$ cat src/rtl/axis_fifo_ctrl.sv
// -----------------------------------------------------------------------------
// axis_fifo_ctrl
// Controller that turns a single-clock dual-port RAM (registered read, one
// cycle latency) into an AXI-Stream FIFO. It owns the write/read pointers and
// the RAM write enable. It also prefetches RAM words into a 2-entry output
// buffer, so the master side can sustain one beat per cycle.
//
// Ports:
//   clk, rst_n        clock, asynchronous active-low reset
//   flush             synchronous clear of all contents (highest priority)
//   s_axis_*          slave (input) stream: tdata, tlast, tvalid, tready
//   m_axis_*          master (output) stream: tdata, tlast, tvalid, tready
//   ram_we/waddr/din  RAM write port, din = {tlast, tdata}
//   ram_raddr/dout    RAM read port, dout valid one cycle after raddr
//   level             beats held: RAM + read in flight + output buffer
// -----------------------------------------------------------------------------
module axis_fifo_ctrl #(
  parameter int ADDR_WIDTH = 4,
  parameter int DATA_WIDTH = 32
) (
  input  logic                  clk,
  input  logic                  rst_n,
  input  logic                  flush,
  input  logic [DATA_WIDTH-1:0] s_axis_tdata,
  input  logic                  s_axis_tlast,
  input  logic                  s_axis_tvalid,
  output logic                  s_axis_tready,
  output logic [DATA_WIDTH-1:0] m_axis_tdata,
  output logic                  m_axis_tlast,
  output logic                  m_axis_tvalid,
  input  logic                  m_axis_tready,
  output logic                  ram_we,
  output logic [ADDR_WIDTH-1:0] ram_waddr,
  output logic [DATA_WIDTH:0]   ram_din,
  output logic [ADDR_WIDTH-1:0] ram_raddr,
  input  logic [DATA_WIDTH:0]   ram_dout,
  output logic [ADDR_WIDTH+1:0] level
);

  localparam int DEPTH = 2 ** ADDR_WIDTH;
  localparam logic [ADDR_WIDTH:0] DEPTH_C = (ADDR_WIDTH + 1)'(DEPTH);

  // Pointers carry one extra wrap bit, so full and empty can be told apart.
  logic [ADDR_WIDTH:0] wptr_q, wptr_d;
  logic [ADDR_WIDTH:0] rptr_q, rptr_d;
  logic                rd_pend_q, rd_pend_d;
  logic [1:0]          ob_cnt_q, ob_cnt_d;
  logic [DATA_WIDTH:0] ob0_q, ob0_d;   // head of output buffer
  logic [DATA_WIDTH:0] ob1_q, ob1_d;   // second entry

  logic [ADDR_WIDTH:0] mem_cnt_s;
  logic [2:0]          inflight_s;
  logic                push_s, pop_s, issue_s;

  assign mem_cnt_s     = wptr_q - rptr_q;
  assign s_axis_tready = (mem_cnt_s != DEPTH_C) && !flush;

  // tready reads 1 during reset, so the write enable is also gated by rst_n.
  // This keeps the RAM untouched while the controller is held in reset.
  assign push_s    = s_axis_tvalid && s_axis_tready && rst_n;
  assign ram_we    = push_s;
  assign ram_waddr = wptr_q[ADDR_WIDTH-1:0];
  assign ram_din   = {s_axis_tlast, s_axis_tdata};
  assign ram_raddr = rptr_q[ADDR_WIDTH-1:0];

  assign m_axis_tvalid = (ob_cnt_q != 2'd0);
  assign m_axis_tdata  = ob0_q[DATA_WIDTH-1:0];
  assign m_axis_tlast  = ob0_q[DATA_WIDTH];
  assign pop_s         = m_axis_tvalid && m_axis_tready;

  // A read may be issued only if the word will have room when it lands.
  // pop_s is only 1 when ob_cnt_q >= 1, so the subtraction cannot underflow.
  assign inflight_s = {1'b0, ob_cnt_q} + {2'b00, rd_pend_q} - {2'b00, pop_s};
  assign issue_s    = (mem_cnt_s != {(ADDR_WIDTH + 1){1'b0}}) &&
                      (inflight_s <= 3'd1) && !flush;

  assign level = {1'b0, mem_cnt_s}
               + {{(ADDR_WIDTH + 1){1'b0}}, rd_pend_q}
               + {{ADDR_WIDTH{1'b0}}, ob_cnt_q};

  // Next-state logic for the pointers, the read-pending flag and the output buffer.
  always_comb begin
    wptr_d    = wptr_q;
    rptr_d    = rptr_q;
    rd_pend_d = rd_pend_q;
    ob_cnt_d  = ob_cnt_q;
    ob0_d     = ob0_q;
    ob1_d     = ob1_q;
    if (flush) begin
      wptr_d    = {(ADDR_WIDTH + 1){1'b0}};
      rptr_d    = {(ADDR_WIDTH + 1){1'b0}};
      rd_pend_d = 1'b0;
      ob_cnt_d  = 2'd0;
      ob0_d     = {(DATA_WIDTH + 1){1'b0}};
      ob1_d     = {(DATA_WIDTH + 1){1'b0}};
    end else begin
      wptr_d    = wptr_q + {{ADDR_WIDTH{1'b0}}, push_s};
      rptr_d    = rptr_q + {{ADDR_WIDTH{1'b0}}, issue_s};
      rd_pend_d = issue_s;
      // rd_pend_q=1 means ram_dout holds the word read on the previous edge.
      case ({pop_s, rd_pend_q})
        2'b10: begin
          ob0_d    = ob1_q;
          ob_cnt_d = ob_cnt_q - 2'd1;
        end
        2'b01: begin
          if (ob_cnt_q == 2'd0) begin
            ob0_d = ram_dout;
          end else begin
            ob1_d = ram_dout;
          end
          ob_cnt_d = ob_cnt_q + 2'd1;
        end
        2'b11: begin
          // The head leaves and the new word joins the tail. The count is unchanged.
          if (ob_cnt_q == 2'd2) begin
            ob0_d = ob1_q;
            ob1_d = ram_dout;
          end else begin
            ob0_d = ram_dout;
          end
        end
        default: begin
          ob_cnt_d = ob_cnt_q;
        end
      endcase
    end
  end

  // State registers with asynchronous active-low reset.
  always_ff @(posedge clk or negedge rst_n) begin
    if (!rst_n) begin
      wptr_q    <= {(ADDR_WIDTH + 1){1'b0}};
      rptr_q    <= {(ADDR_WIDTH + 1){1'b0}};
      rd_pend_q <= 1'b0;
      ob_cnt_q  <= 2'd0;
      ob0_q     <= {(DATA_WIDTH + 1){1'b0}};
      ob1_q     <= {(DATA_WIDTH + 1){1'b0}};
    end else begin
      wptr_q    <= wptr_d;
      rptr_q    <= rptr_d;
      rd_pend_q <= rd_pend_d;
      ob_cnt_q  <= ob_cnt_d;
      ob0_q     <= ob0_d;
      ob1_q     <= ob1_d;
    end
  end

endmodule
$ cat config.mk
export PLATFORM = sky130hd
export DESIGN_NAME = axis_fifo_ctrl
export DESIGN_NICKNAME = d
export VERILOG_FILES = /design/src/rtl/axis_fifo_ctrl.sv
export SDC_FILE = /design/constraint.sdc
export NUM_CORES = 1
export LEC_CHECK = 0
export ABC_CLOCK_PERIOD_IN_PS = 9360
export BUFFER_PORTS_ARGS = -buffer_cell sky130_fd_sc_hd__buf_2
export CAP_MARGIN = 30
export CORE_ASPECT_RATIO = 0.5
export CORE_UTILIZATION = 50
export DETAILED_ROUTE_END_ITERATION = 8
export PLACE_DENSITY = 0.89
export SETUP_SLACK_MARGIN = 0.3
export SLEW_MARGIN = 20
export SYNTH_ARGS = -nofsm -noshare
export SYNTH_HDL_FRONTEND = slang
export SYNTH_SLANG_ARGS = --single-unit
$ cat constraint.sdc
create_clock -name clk -period 9.36 [get_ports clk]
set_clock_uncertainty 0.1 [all_clocks]
set_input_delay 2.808 -clock clk [delete_from_list [all_inputs] [get_ports clk]]
set_output_delay 2.808 -clock clk [all_outputs]
set_load 0.02 [all_outputs]
### Yosys cells after proc, flatten, opt, wreduce, memory -nomap -nowiden

Index checks and enable logic that the tools add are counted.

| cells by class | value |
|---|---|
| $add $sub $neg | 9 |
| $lt $le $gt $ge | 1 |
| muxes and demuxes | 13 |
| reduce and logical (&&, ||, !) cells | 15 |
| eq/ne operators | 8 |

Operator list:

| operator | number |
|---|---|
| 33-bit 2-to-1 mux | 6 |
| 33-bit one-hot mux with 3 select lines | 1 |
| 33-bit one-hot mux with 2 select lines | 1 |
| 5-bit by 1-bit adder with 5-bit output | 2 |
| 5-bit 2-to-1 mux | 2 |
| 3-bit inequality test (second input constant) | 3 |
| 5-bit by 1-bit adder with 6-bit output | 1 |
| 6-bit by 2-bit adder with 6-bit output | 1 |
| 2-bit equality test (second input constant) | 3 |
| 1-bit logical AND | 6 |
| 3-bit nonzero test | 2 |
| 5-bit inequality test (second input constant) | 1 |
| 5-bit nonzero test | 1 |
| 5-bit subtractor | 1 |
| 2-bit one-hot mux with 2 select lines | 1 |
| 4-bit nonzero test | 1 |
| 2-bit by 1-bit adder with 3-bit output | 1 |
| 3-bit by 1-bit <= comparator with 1-bit output (second input constant) | 1 |
| 3-bit AND reduction | 1 |
| 3-bit by 1-bit subtractor with 3-bit output | 1 |
| 2-bit by 1-bit adder with 2-bit output (second input constant) | 1 |
| 2-bit by 1-bit equality test with 1-bit output (second input constant) | 1 |
| 2-bit zero test | 1 |
| 2-bit 2-to-1 mux | 1 |
| 5 further kinds | 5 |

| storage, ports and cells | value |
|---|---|
| register bits | 79 |
| output and inout bits | 83 |
| word-level logic and storage cells | 52 |

### Longest topological paths before layout

| depth | value |
|---|---|
| depth after elaboration | 8 |
| mapped depth | 14 |
| gate-level depth less buffers | 13 |

### Worst setup path before layout

OpenSTA, ideal clock, no wires.

| path | value |
|---|---|
| path type | in2out |
| start point | in flush |
| end point | out s_axis_tready |
| cell stages on the path | 3 |
| required time | 6.452 ns |
| path slack | 2.764 ns |
| data arrival time | 3.688 ns |
| cell sequence | clkbuf_1 > clkbuf_1 > a41oi_1 |

| between the ends | value |
|---|---|
| longest elaborated chain between the ends | 2 |

RTL lines:

| what | line | RTL |
|---|---|---|
| start: declaration | 23 | `input logic flush,` |
| 1-bit zero test | 56 | `assign s_axis_tready = (mem_cnt_s != DEPTH_C) && !flush;` |
| 1-bit logical AND | 56 |  |
| end: declaration | 27 | `output logic s_axis_tready,` |

Every way passes these cells.

### Worst setup path after layout

| path | value |
|---|---|
| start point | in flush |
| end point | out ram_we |

| between the ends | value |
|---|---|
| longest elaborated chain between the ends | 4 |

RTL lines:

| what | line | RTL |
|---|---|---|
| 1-bit zero test | 56 |  |
| 1-bit logical AND | 56 |  |
| 1-bit logical AND (2 in a row) | 60 | `assign push_s = s_axis_tvalid && s_axis_tready && rst_n;` |
| end: declaration | 32 | `output logic ram_we,` |

Every way passes these cells.

==> results.md <==
- Fin crit period: between 6 and 7 ns
- Crit path max-delay family: buffers and inverters
- Worst Setup End Kind: primary output
- WL final: a little under 9000 um
- Core Area: 8087 um^2
- CTS tree: built
- Total GRT Usage: 21.32%
- Final Setup Violations: 0
- Initial Util: 52.05%
- Root Driver: clkbuf_16
- Pwr dens: 282.7 nW/um^2
- Synth Flop Type: dfrtp_1
- Critical-path cell list: buf_2 > nand3b_1 > a41oi_1 > buf_2
- Post-DR vias/cell: around 5.3
- Min-Delay Path Class: register to register
- Remaining antenna violation count after routing: 0
- Vias in the first global route: 2907
- Gp weighted congestion: 0.8316
- EDFF count, synth: 0
- CTS Buf Count: 9
- R2R depth: 13
- GRT overflow: 0
- Die Span Y: 66.88 um
- Clock Latency Late Sink: between 0.3 and 0.4 ns
- Width of the die: 131.8 um
- Nets: 495
- RSZ-0062 raised after global routing: no
- Fin area: 4750 um^2
- Wire per inst: 16.82 um
- IO Port Bufs: 87
- Max Cap Violations: 0
- Setup crit start kind: input port
- Setup TNS: 0 ns
- Starting DRT DRC Count: approximately 110
- Largest net degree at the start of global routing: 56
- Hold Fails Final Rpt: 0
- Synth warn: 0
- Fillers: 659
- Synth top cells by count: 79 x dfrtp_1, 42 x buf_4, 37 x nand2_1
- Worst EP arrival: 3.79 ns
- FF+latch area: 1977 um^2
- Crit-path most repeated cell: buf_2
- H-tree levels: 3
- Seq/Total Area, Yosys: 46.97%
- Slew HR: 51.84%
- Total power: 0.001343 W
- WP buf/inv: 2
- Max Clock Freq: 149.3 MHz
- Final Core Density: 58.73%
- Max VDD drop: ~0.00013 V
- Hold depth: 2
- Top post-synthesis cells by area: dfrtp_1 47%, mux2i_1 7.8%, buf_4 7.5%
- Layout area overhead: 12.84%
- Worst hold path startpoint: ob0_q[23]$_DFFE_PN0P_
- Row cnt: 23
- DRC Markers: 0
- Layout cell share with drive strength beyond 1: between 30% and 40%
- Most frequent cell after synthesis: dfrtp_1
- RR Startpoint: wptr_q[0]$_DFF_PN0_
- Asr flop ratio synth: 100.0%
- Diodes inserted: 0
- Post-synthesis register bit count: 79
- DIE AREA: 8811 um^2
- Post_cts resized: 0
- CTS Sinks: 79
- Slowest CP cell: a41oi_1
- R2r setup slk: 6.23 ns
- Io pins: 154
- Fin crit share: between 70% and 80%
- Synth unique cells: 36
- Syn Inst Count: 366
- Top cell type's share of synthesized area: 46.97%
- Slew @ Worst Pin: 0.7199 ns
- First-pass GRT wire length: between 10000 and 15000 um
- CP required: around 6.5 ns
- Avg Synthesized Cell Area: 11.50 um^2
- Clock transition at path regs: roughly 0.060 ns
- Area of the multi-input gates: around 1700 um^2
- Critical R2R Capture: rptr_q[4]$_DFF_PN0_
- Vias: about 2800
- Status: finished, final reports clean
- First drt pass iteration count: 4
- WS Path Type: input port to primary output
- Placed cell areas: ~4400 um^2
- Initial antenna violation count: 0
- Slowest stage delay, CP: between 0.2 and 0.3 ns
- Final hold slack: 0.3705 ns
- Synthesized area: 4209 um^2
- Dominant cell type by area after synthesis: dfrtp_1
- Hold Buf Count CTS: 0
- Mapped Nets: 451
- Post-CTS Repair Setup Buffers: 0
- Final Max Tran Viols: 0
- Clock Path Buffers: 2
- Static leakage: 2.487 nW
- Crit-path max FO: 19
- Dpl hpwl: 5971 um
- WHS Endpoint: ob0_q[23]$_DFFE_PN0P_
cell type report:
| class | count | share of cell area [%] |
|---|---|---|
| flip-flops and latches | 79 | 41.62 |
| clock inverters | 6 | 1.976 |
| inverters | 15 | 1.185 |
| well taps | 112 | 2.950 |
| multi-input cells | 212 | 36.01 |
| repair buffers | 93 | 11.43 |
| clock buffers | 10 | 4.821 |
through the flow:
stage               setup slack [ns]  cells
floorplan                      2.764    366
finish                         2.660    527
global placement               2.726    508
detailed placement             2.681    510
global route                   2.615    527
CTS                            2.678    526
report_power, final:
part	switching (W)	leakage, nW	total (W)	internal (W)
registers	0.0000441	1.08	0.000444	0.000400
logic	0.000320	1.25	0.000524	0.000204
clock network	0.000140	0.153	0.000375	0.000236
total	0.000503	2.49	0.00134	0.000839
worst min-delay path: cells and delay by family (launching register included):
family             cells  cell delay [ns]
AOI/OAI and AO/OA      1             0.05
DFF                    1             0.34
and+or+nand+nor        1             0.06
cell families after synthesis:
family / count (synthesis) / share of synthesized area (%)
adders and majority gates: 14 / 4.875
muxes: 33 / 7.848
DFF: 79 / 46.97
AOI/OAI and AO/OA: 81 / 16.26
xor gates and xnor gates: 16 / 3.329
buffers and inverters: 75 / 12.57
and+or+nand+nor: 68 / 8.145
registers in the layout, summed over array words and instances, names as in the netlist:
name and cells:
ob0_q 33, wptr_q 5, rd_pend_q 1, ob1_q 33
ob_cnt_q 2, rptr_q 5
how the worst max path moves through the flow:
| stage | startpoint | endpoint | slack (ns) | depth (start not counted) |
|---|---|---|---|---|
| floorplan | flush | s_axis_tready | 2.76 | 3 |
| global placement | flush | ram_we | 2.73 | 4 |
| detailed placement | flush | ram_we | 2.68 | 4 |
| CTS | flush | ram_we | 2.68 | 4 |
| global route | flush | ram_we | 2.62 | 4 |
| finish | flush | ram_we | 2.66 | 4 |
routing by layer:
metal  wire [um]  GRT usage (%)  vias to the layer above
met3         450          5.023                       18
met2        4461          37.10                      101
met1        3791          25.62                     1361
li1            -              -                     1314
met5           0              0                        -
met4         161          9.884                        0
cell usage in the layout (no fill, tap or decap), types with 2 or more instances in the layout:
master     instances
o21ai_2           29
a41oi_1            4
ha_1              10
nor3_1             2
fa_1               4
buf_16             3
nand3b_1           3
nand2_1           37
nor2_1             7
xor2_1             6
bufinv_16          2
dfrtp_1           79
nor2b_1            6
a21oi_1            3
buf_2             86
o21ai_1            5
clkinv_4           2
xnor2_1           10
nand2b_1           2
mux2i_1           33
inv_2              3
nand3_1            5
a22o_1            33
buf_4              4
a21oi_2            2
inv_1             12
clkbuf_16          9
(Power assumes the default switching activity.)
